==> config.mk <==
export PLATFORM = sky130hd
export DESIGN_NAME = mul_result_stage
export DESIGN_NICKNAME = d
export VERILOG_FILES = /design/src/rtl/mul_result_stage.sv
export SDC_FILE = /design/constraint.sdc
export NUM_CORES = 1
export LEC_CHECK = 0
export BUFFER_PORTS_ARGS = -buffer_cell sky130_fd_sc_hd__buf_2
export CAP_MARGIN = 20
export CORE_MARGIN = 1.5
export CORE_UTILIZATION = 61
export DETAILED_ROUTE_END_ITERATION = 12
export PLACE_DENSITY = 0.93
export SLEW_MARGIN = 20
export SYNTH_ARGS = -nofsm -noshare
export SYNTH_HDL_FRONTEND = slang
export SYNTH_SLANG_ARGS = --single-unit
==> constraint.sdc <==
create_clock -name clk -period 9.65 [get_ports clk]
set_input_delay 0.4825 -clock clk [delete_from_list [all_inputs] [get_ports clk]]
set_output_delay 0.4825 -clock clk [all_outputs]
set_load 0.005 [all_outputs]
==> src/rtl/mul_result_stage.sv <==
// rtl/mul_result_stage.sv - RV64M result stage: signed high-half correction and writeback handshake
// Optional completion counter on done_cnt when MULRES_STATS_EN is defined.
module mul_result_stage #(
  parameter int XLEN = 64
`ifdef MULRES_STATS_EN
  , parameter int CNT_W = 32
`endif
) (
  input  logic              clk,
  input  logic              rst_n,
  input  logic              in_valid,
  output logic              in_ready,
  input  logic [2*XLEN-1:0] product,
  input  logic [XLEN-1:0]   a,
  input  logic [XLEN-1:0]   b,
  input  logic [1:0]        op,
  input  logic              is_word,
  output logic              out_valid,
  input  logic              out_ready,
  output logic [XLEN-1:0]   result
`ifdef MULRES_STATS_EN
  , output logic [CNT_W-1:0] done_cnt
`endif
);

  typedef enum logic [1:0] {IDLE, CORR_A, CORR_B, DONE} state_t;

  state_t            state_q;
  logic [XLEN-1:0]   hi_q, lo_q, a_q, b_q, result_q;
  logic [1:0]        op_q;
  logic              is_word_q, in_ready_q, out_valid_q;
  logic [XLEN-1:0]   sub_rhs, hi_d;
  logic              need_a_in, need_b_in, need_b_q, word_in;
`ifdef MULRES_STATS_EN
  logic [CNT_W-1:0]  done_cnt_q;
`endif

  // MULW is only honoured with op=00; any other op treats is_word as 0.
  function automatic logic [XLEN-1:0] fmt_result(input logic [1:0] op_v, input logic word_v,
                                                 input logic [XLEN-1:0] hi_v,
                                                 input logic [XLEN-1:0] lo_v);
    if (op_v == 2'b00)
      return word_v ? {{(XLEN-32){lo_v[31]}}, lo_v[31:0]} : lo_v;
    return hi_v;
  endfunction

  // Single subtractor shared between the two correction steps.
  always_comb begin
    sub_rhs   = (state_q == CORR_A) ? b_q : a_q;
    hi_d      = hi_q - sub_rhs;
    need_a_in = a[XLEN-1] && (op == 2'b01 || op == 2'b10);
    need_b_in = b[XLEN-1] && (op == 2'b01);
    word_in   = is_word && (op == 2'b00);
    need_b_q  = b_q[XLEN-1] && (op_q == 2'b01);
  end

  always_ff @(posedge clk) begin
    if (!rst_n) begin
      state_q     <= IDLE;
      hi_q        <= '0;
      lo_q        <= '0;
      a_q         <= '0;
      b_q         <= '0;
      op_q        <= 2'b00;
      is_word_q   <= 1'b0;
      in_ready_q  <= 1'b1;
      out_valid_q <= 1'b0;
      result_q    <= '0;
`ifdef MULRES_STATS_EN
      done_cnt_q  <= '0;
`endif
    end else begin
      case (state_q)
        IDLE: begin
          if (in_valid) begin
            hi_q       <= product[2*XLEN-1:XLEN];
            lo_q       <= product[XLEN-1:0];
            a_q        <= a;
            b_q        <= b;
            op_q       <= op;
            is_word_q  <= word_in;
            in_ready_q <= 1'b0;
            if (need_a_in) begin
              state_q <= CORR_A;
            end else if (need_b_in) begin
              state_q <= CORR_B;
            end else begin
              state_q     <= DONE;
              out_valid_q <= 1'b1;
              result_q    <= fmt_result(op, word_in, product[2*XLEN-1:XLEN], product[XLEN-1:0]);
            end
          end
        end
        CORR_A: begin
          hi_q <= hi_d;
          if (need_b_q) begin
            state_q <= CORR_B;
          end else begin
            state_q     <= DONE;
            out_valid_q <= 1'b1;
            result_q    <= fmt_result(op_q, is_word_q, hi_d, lo_q);
          end
        end
        CORR_B: begin
          hi_q        <= hi_d;
          state_q     <= DONE;
          out_valid_q <= 1'b1;
          result_q    <= fmt_result(op_q, is_word_q, hi_d, lo_q);
        end
        DONE: begin
          if (out_ready) begin
            state_q     <= IDLE;
            out_valid_q <= 1'b0;
            in_ready_q  <= 1'b1;
`ifdef MULRES_STATS_EN
            done_cnt_q  <= done_cnt_q + {{(CNT_W-1){1'b0}}, 1'b1};
`endif
          end
        end
        default: state_q <= IDLE;
      endcase
    end
  end

  assign in_ready  = in_ready_q;
  assign out_valid = out_valid_q;
  assign result    = result_q;
`ifdef MULRES_STATS_EN
  assign done_cnt  = done_cnt_q;
`endif

endmodule

# Word-level counts from Yosys, hierarchy flattened
# Index checks and enable logic that the tools add are counted.
[word_totals] regBits=327 inputBits=263 out_inout_bits=66 word_cells=82
[classes] n_addsub=1 eq_ne=11 muxes=42 reduce_logical=18
[op_table] cell="$mux W64" count=13
[op_table] cell="$pmux W64 S3" count=1
[op_table] cell="$pmux W64 S2" count=1
[op_table] cell="$sub A64 B64 Y64" count=1
[op_table] cell="$mux W1" count=21
[op_table] cell="$ne A2 B2 Y1 const B" count=5
[op_table] cell="$reduce_and A5 Y1" count=2
[op_table] cell="$pmux W2 S4" count=1
[op_table] cell="$eq A2 B1 Y1 const B" count=3
[op_table] cell="$eq A2 B2 Y1 const B" count=3
[op_table] cell="$logic_not A2 Y1" count=3
[op_table] cell="$mux W2" count=3
[op_table] cell="$reduce_and A2 Y1" count=3
[op_table] cell="$logic_and A1 B1 Y1" count=4
[op_table] cell="$pmux W1 S4" count=1
[op_table] cell="$reduce_bool A2 Y1" count=2
[op_table] cell="$reduce_and A3 Y1" count=1
[op_table] cell="$reduce_bool A3 Y1" count=1
[op_table] cell="$pmux W1 S2" count=1
[op_table] cell="$reduce_or A2 Y1" count=1
[op_table] cell="$logic_or A1 B1 Y1" count=1

# Depth between registers and ports, before layout
[depth] ltp_word=12 depth_mapped=17 ltp_nobuf=16

# Worst setup path after synthesis
# OpenSTA, ideal clock, no wires.
[synth_path] path_type="register to register" from="register state_q[0]" to="register result_q[53], in the netlist result[53]" setup_ps=120 arrival_ps=3988 required_ps=9530 path_slack_ps=5542 path_stages_with_launch=16 path_buffers=2 period_less_slack_ps=4108 cell_sequence="dfxtp_1 -> ha_1 -> buf_1 -> clkbuf_1 -> mux2i_1 -> ha_1 -> and2_4 -> a221oi_2 -> a21oi_2 -> o21a_1 -> o211a_1 -> o21ba_1 -> o21a_1 -> or3_1 -> and2_1 -> o31a_1"
[synth_between] elab_chain_cells=6 word_cells_on_any_way=15 cone_classes="1 x add/sub; 6 x eq/ne; 5 x mux; 3 x reduce/logical"
[synth_rtl] element="start, declared" line="28" source="state_t state_q;"
[synth_rtl] element="start signal, assigned" line="59" source="state_q <= IDLE;"
[synth_rtl] element="start signal, assigned" line="84" source="state_q <= CORR_A;"
[synth_rtl] element="start signal, assigned" line="86" source="state_q <= CORR_B;"
[synth_rtl] element="$eq A2 B1 Y1" line="49, 73"
[synth_rtl] element="$mux W64" line="49" source="sub_rhs = (state_q == CORR_A) ? b_q : a_q;"
[synth_rtl] element="$sub A64 B64 Y64" line="50" source="hi_d = hi_q - sub_rhs;"
[synth_rtl] element="$mux W64" line="44" source="return hi_v;"
[synth_rtl] element="$mux W64" line="96" source="if (need_b_q) begin"
[synth_rtl] element="$pmux W64 S3" line="73" source="case (state_q)"
[synth_rtl] element="end signal, assigned" line="90" source="result_q <= fmt_result(op, word_in, product[2*XLEN-1:XLEN], product[XLEN-1:0]);"
[synth_rtl] element="end signal, assigned" line="101" source="result_q <= fmt_result(op_q, is_word_q, hi_d, lo_q);"
[synth_rtl] element="end signal, assigned" line="108" source="result_q <= fmt_result(op_q, is_word_q, hi_d, lo_q);"
[synth_rtl] element="end, declared" line="29" source="logic [XLEN-1:0] hi_q, lo_q, a_q, b_q, result_q;"
# Several ways; a longest one is shown, not always the timed one. The select of a mux whose other input is x is not followed.
# A chain may end at the register's enable or synchronous reset.

# Worst setup path after layout
[layout_path] from="register state_q[1]" to="register hi_q[47]"
[layout_between] elab_chain_cells=4 word_cells_on_any_way=10 cone_classes="1 x add/sub; 3 x eq/ne; 2 x mux; 4 x reduce/logical"
[layout_rtl] element="$eq A2 B1 Y1 or $eq A2 B2 Y1 (tied branches)" line="49, 73"
[layout_rtl] element="$mux W64 or $reduce_or A2 Y1 (tied branches)"
[layout_rtl] element="$sub A64 B64 Y64 or $reduce_bool A2 Y1 (tied branches)"
[layout_rtl] element="$pmux W64 S2 or $reduce_and A2 Y1 (tied branches)"
[layout_rtl] element="end signal, assigned" line="76" source="hi_q <= product[2*XLEN-1:XLEN];"
[layout_rtl] element="end signal, assigned" line="95" source="hi_q <= hi_d;"
[layout_rtl] element="end signal, assigned" line="105" source="hi_q <= hi_d;"
[layout_rtl] element="end, declared" line="29"
# Several ways; a longest one is shown, not always the timed one.

==> reports/metrics.csv <==
metric,value,unit
hold_class,input pin to flop,
slew_headroom,0.302,
power,9.19,mW
end_kind,flop,
grt_max_degree,98,
grt_pass1_wl,104,mm
p_leak,8.87,nW
comb_power_share,0.611,
fin_cells,3148,
antenna_left,0,
cts.clk_slew.worst_paths,0.07,ns
drive_gt1_frac,0.162,
stdcell_area,0.0216,mm^2
via_per_inst,6.46,
finalCoreUtilization,0.724,
p_seq_frac,0.219,
dpl.hpwl,48.6,mm
crit_type,flop to flop,
rsz0062_at_grt,false,
setup_slack,4.11,ns
p_switching,4.62,mW
layout_common_cells,"nand2_1, a21oi_1, buf_2, dfxtp_1, o21ai_0",
drc,0,
synthArstFlopShare,0,
avgSynthCellArea,7.36,um^2
grt_antenna_before_repair,12,
fin_setup_tns,0,ns
synth-seq-area-share,0.351,
cts_sinks,327,
yosysTopAreaCellShare,0.351,
placed_area,0.0203,mm^2
setup_viol,0,
dr.pass1.iters,7,
max-clock-path-buffers,3,
die_area,0.0316,mm^2
ir_worst_vdd,323,uV
synth_flop_cell,dfxtp_1,
layout_commonest_cell,nand2_1,
die_x,178,um
place_ws,4.26,ns
dpl.cell_count,3072,
pwr-share-clk,0.170,
cts_htree_levels,2,
die_h,178,um
crit_fanout,56,
io_buffer_count,328,
clock-root-buffer,clkbuf_16,
final-max-slew-violation-count,0,
synthTopCellsByArea,"dfxtp_1, a21oi_1, nand2_1",
ctsHoldBuffers,0,
grt_overflow,0,
synthCells,2536,
finalWirelength,68.6,mm
syn_nets,2868,
vias,20300,
period_minus_slack,5.54,ns
p_int,4.57,mW
core_area,0.0299,mm^2
power.density,425,mW/mm^2
wl_per_cell,21.8,um
status,"complete, no violations",
netlist_area,0.0187,mm^2
finalCritPeriodShare,0.574,
ys_types,68,
nets,3053,
ys_seq_elements,327,
drt_iter0_drc,3240,
syn2layout_area_growth,15.9,%
clock_latency,0.54,ns
worst_pin_slew,1.05,ns
netSwitchingFraction,0.503,
required,10.01,ns
start_util,0.625,
skew,0.0232,ns
cp.arrival,5.90,ns
grt_pass1_vias,18700,
cts_setup_buffers,0,
hold_viol_final,0,
yosys.area.top_type,dfxtp_1,
worst_setup_path_start_kind,flop,
cts_buffers,37,
synth_edf_count,0,
ios,329,
holdWs,0.182,ns
ys_warn_count,0,
cts-resized-gates,0,
place.gp.congestion,1.10,
groute.usage.overall,0.422,
num_rows,63,
cts_tree,built,
max_freq,0.180,GHz
drv_cap,0,
synth_stat cells (20+ instances only):
cell        n
ha_1       68
inv_1      55
nand3_1    42
xor2_1     23
a311oi_1   21
dfxtp_1   327
a21oi_1   419
mux2i_1    94
nor2b_1    23
a211oi_1   80
nor3_1     37
xnor2_1    36
clkbuf_1  182
nand2_1   548
o211ai_1   23
nand4_1    26
o21ai_0   159
a21o_1     34
nor2_1    126
a31oi_1    20
final cells by class:
class / instances / area (um^2)
well taps: 390 / 488
multi-input cells: 1948 / 11200
inverters: 55 / 211
clock buffers: 49 / 1060
diodes: 12 / 30.0
fillers: 2349 / 8250
flip-flops and latches: 327 / 6550
repair buffers: 352 / 1820
clock inverters: 15 / 274
path summary, 6_finish.rpt:
kind,cells after the start,startpoint,slack (ns),endpoint
worst min register to register,2,a_q[10]$_SDFFE_PN0P_,0.45,a_q[10]$_SDFFE_PN0P_
worst max-delay path,15,state_q[1]$_SDFFE_PN0P_,4.11,hi_q[47]$_SDFFE_PN0P_
worst min-delay path,3,b[2],0.18,b_q[2]$_SDFFE_PN0P_
worst max register to register,15,state_q[1]$_SDFFE_PN0P_,4.11,hi_q[47]$_SDFFE_PN0P_
state kept, by name (all words and copies together), names as in the netlist:
signal and count:
in_ready 1, is_word_q 1, a_q 64, result 64, out_valid 1, b_q 64
lo_q 64, op_q 2, hi_q 64, state_q 2
power by group through the flow:
stage	Clock, mW	Sequential [mW]	Combinational, mW
detailed placement	0	2.02	5.35
CTS	1.56	1.99	5.39
floorplan	0	1.93	3.74
finish	1.56	2.02	5.61
global placement	0	2.01	5.29
global route	1.62	2.04	6.00
per-layer routing:
metal,vias up,GRT usage,part of all wire
met4,6,0.173,0.046
met2,1405,0.631,0.42
met1,9403,0.574,0.40
li1,9301,-,-
met3,229,0.111,0.13
met5,-,0,0.00058
cells by family (layout without fill, tap and decap cells):
logic type | Yosys count | after routing | synth area share
adders and majority gates | 69 | 69 | 0.0467
buffers and inverters | 261 | 471 | 0.0528
muxes | 102 | 102 | 0.0553
DFF | 327 | 327 | 0.351
AOI/OAI and AO/OA | 850 | 850 | 0.269
and+or+nand+nor | 868 | 868 | 0.198
other | 0 | 12 | 0
xor gates and xnor gates | 59 | 59 | 0.0277
critical path: stages, from the launching register on:
cell	delay, ns
dfxtp_1	0.33
inv_1	0.16
ha_4	0.35
buf_4	0.80
mux2i_1	0.41
ha_1	0.29
nor2b_1	0.14
o211ai_1	0.30
a211oi_1	0.18
o211ai_1	0.38
nand3_1	0.25
a31oi_1	0.51
o21ai_0	0.25
a41oi_1	0.31
xor2_1	0.48
a311oi_1	0.18
No activity file was read; power rests on OpenSTA's default activity.
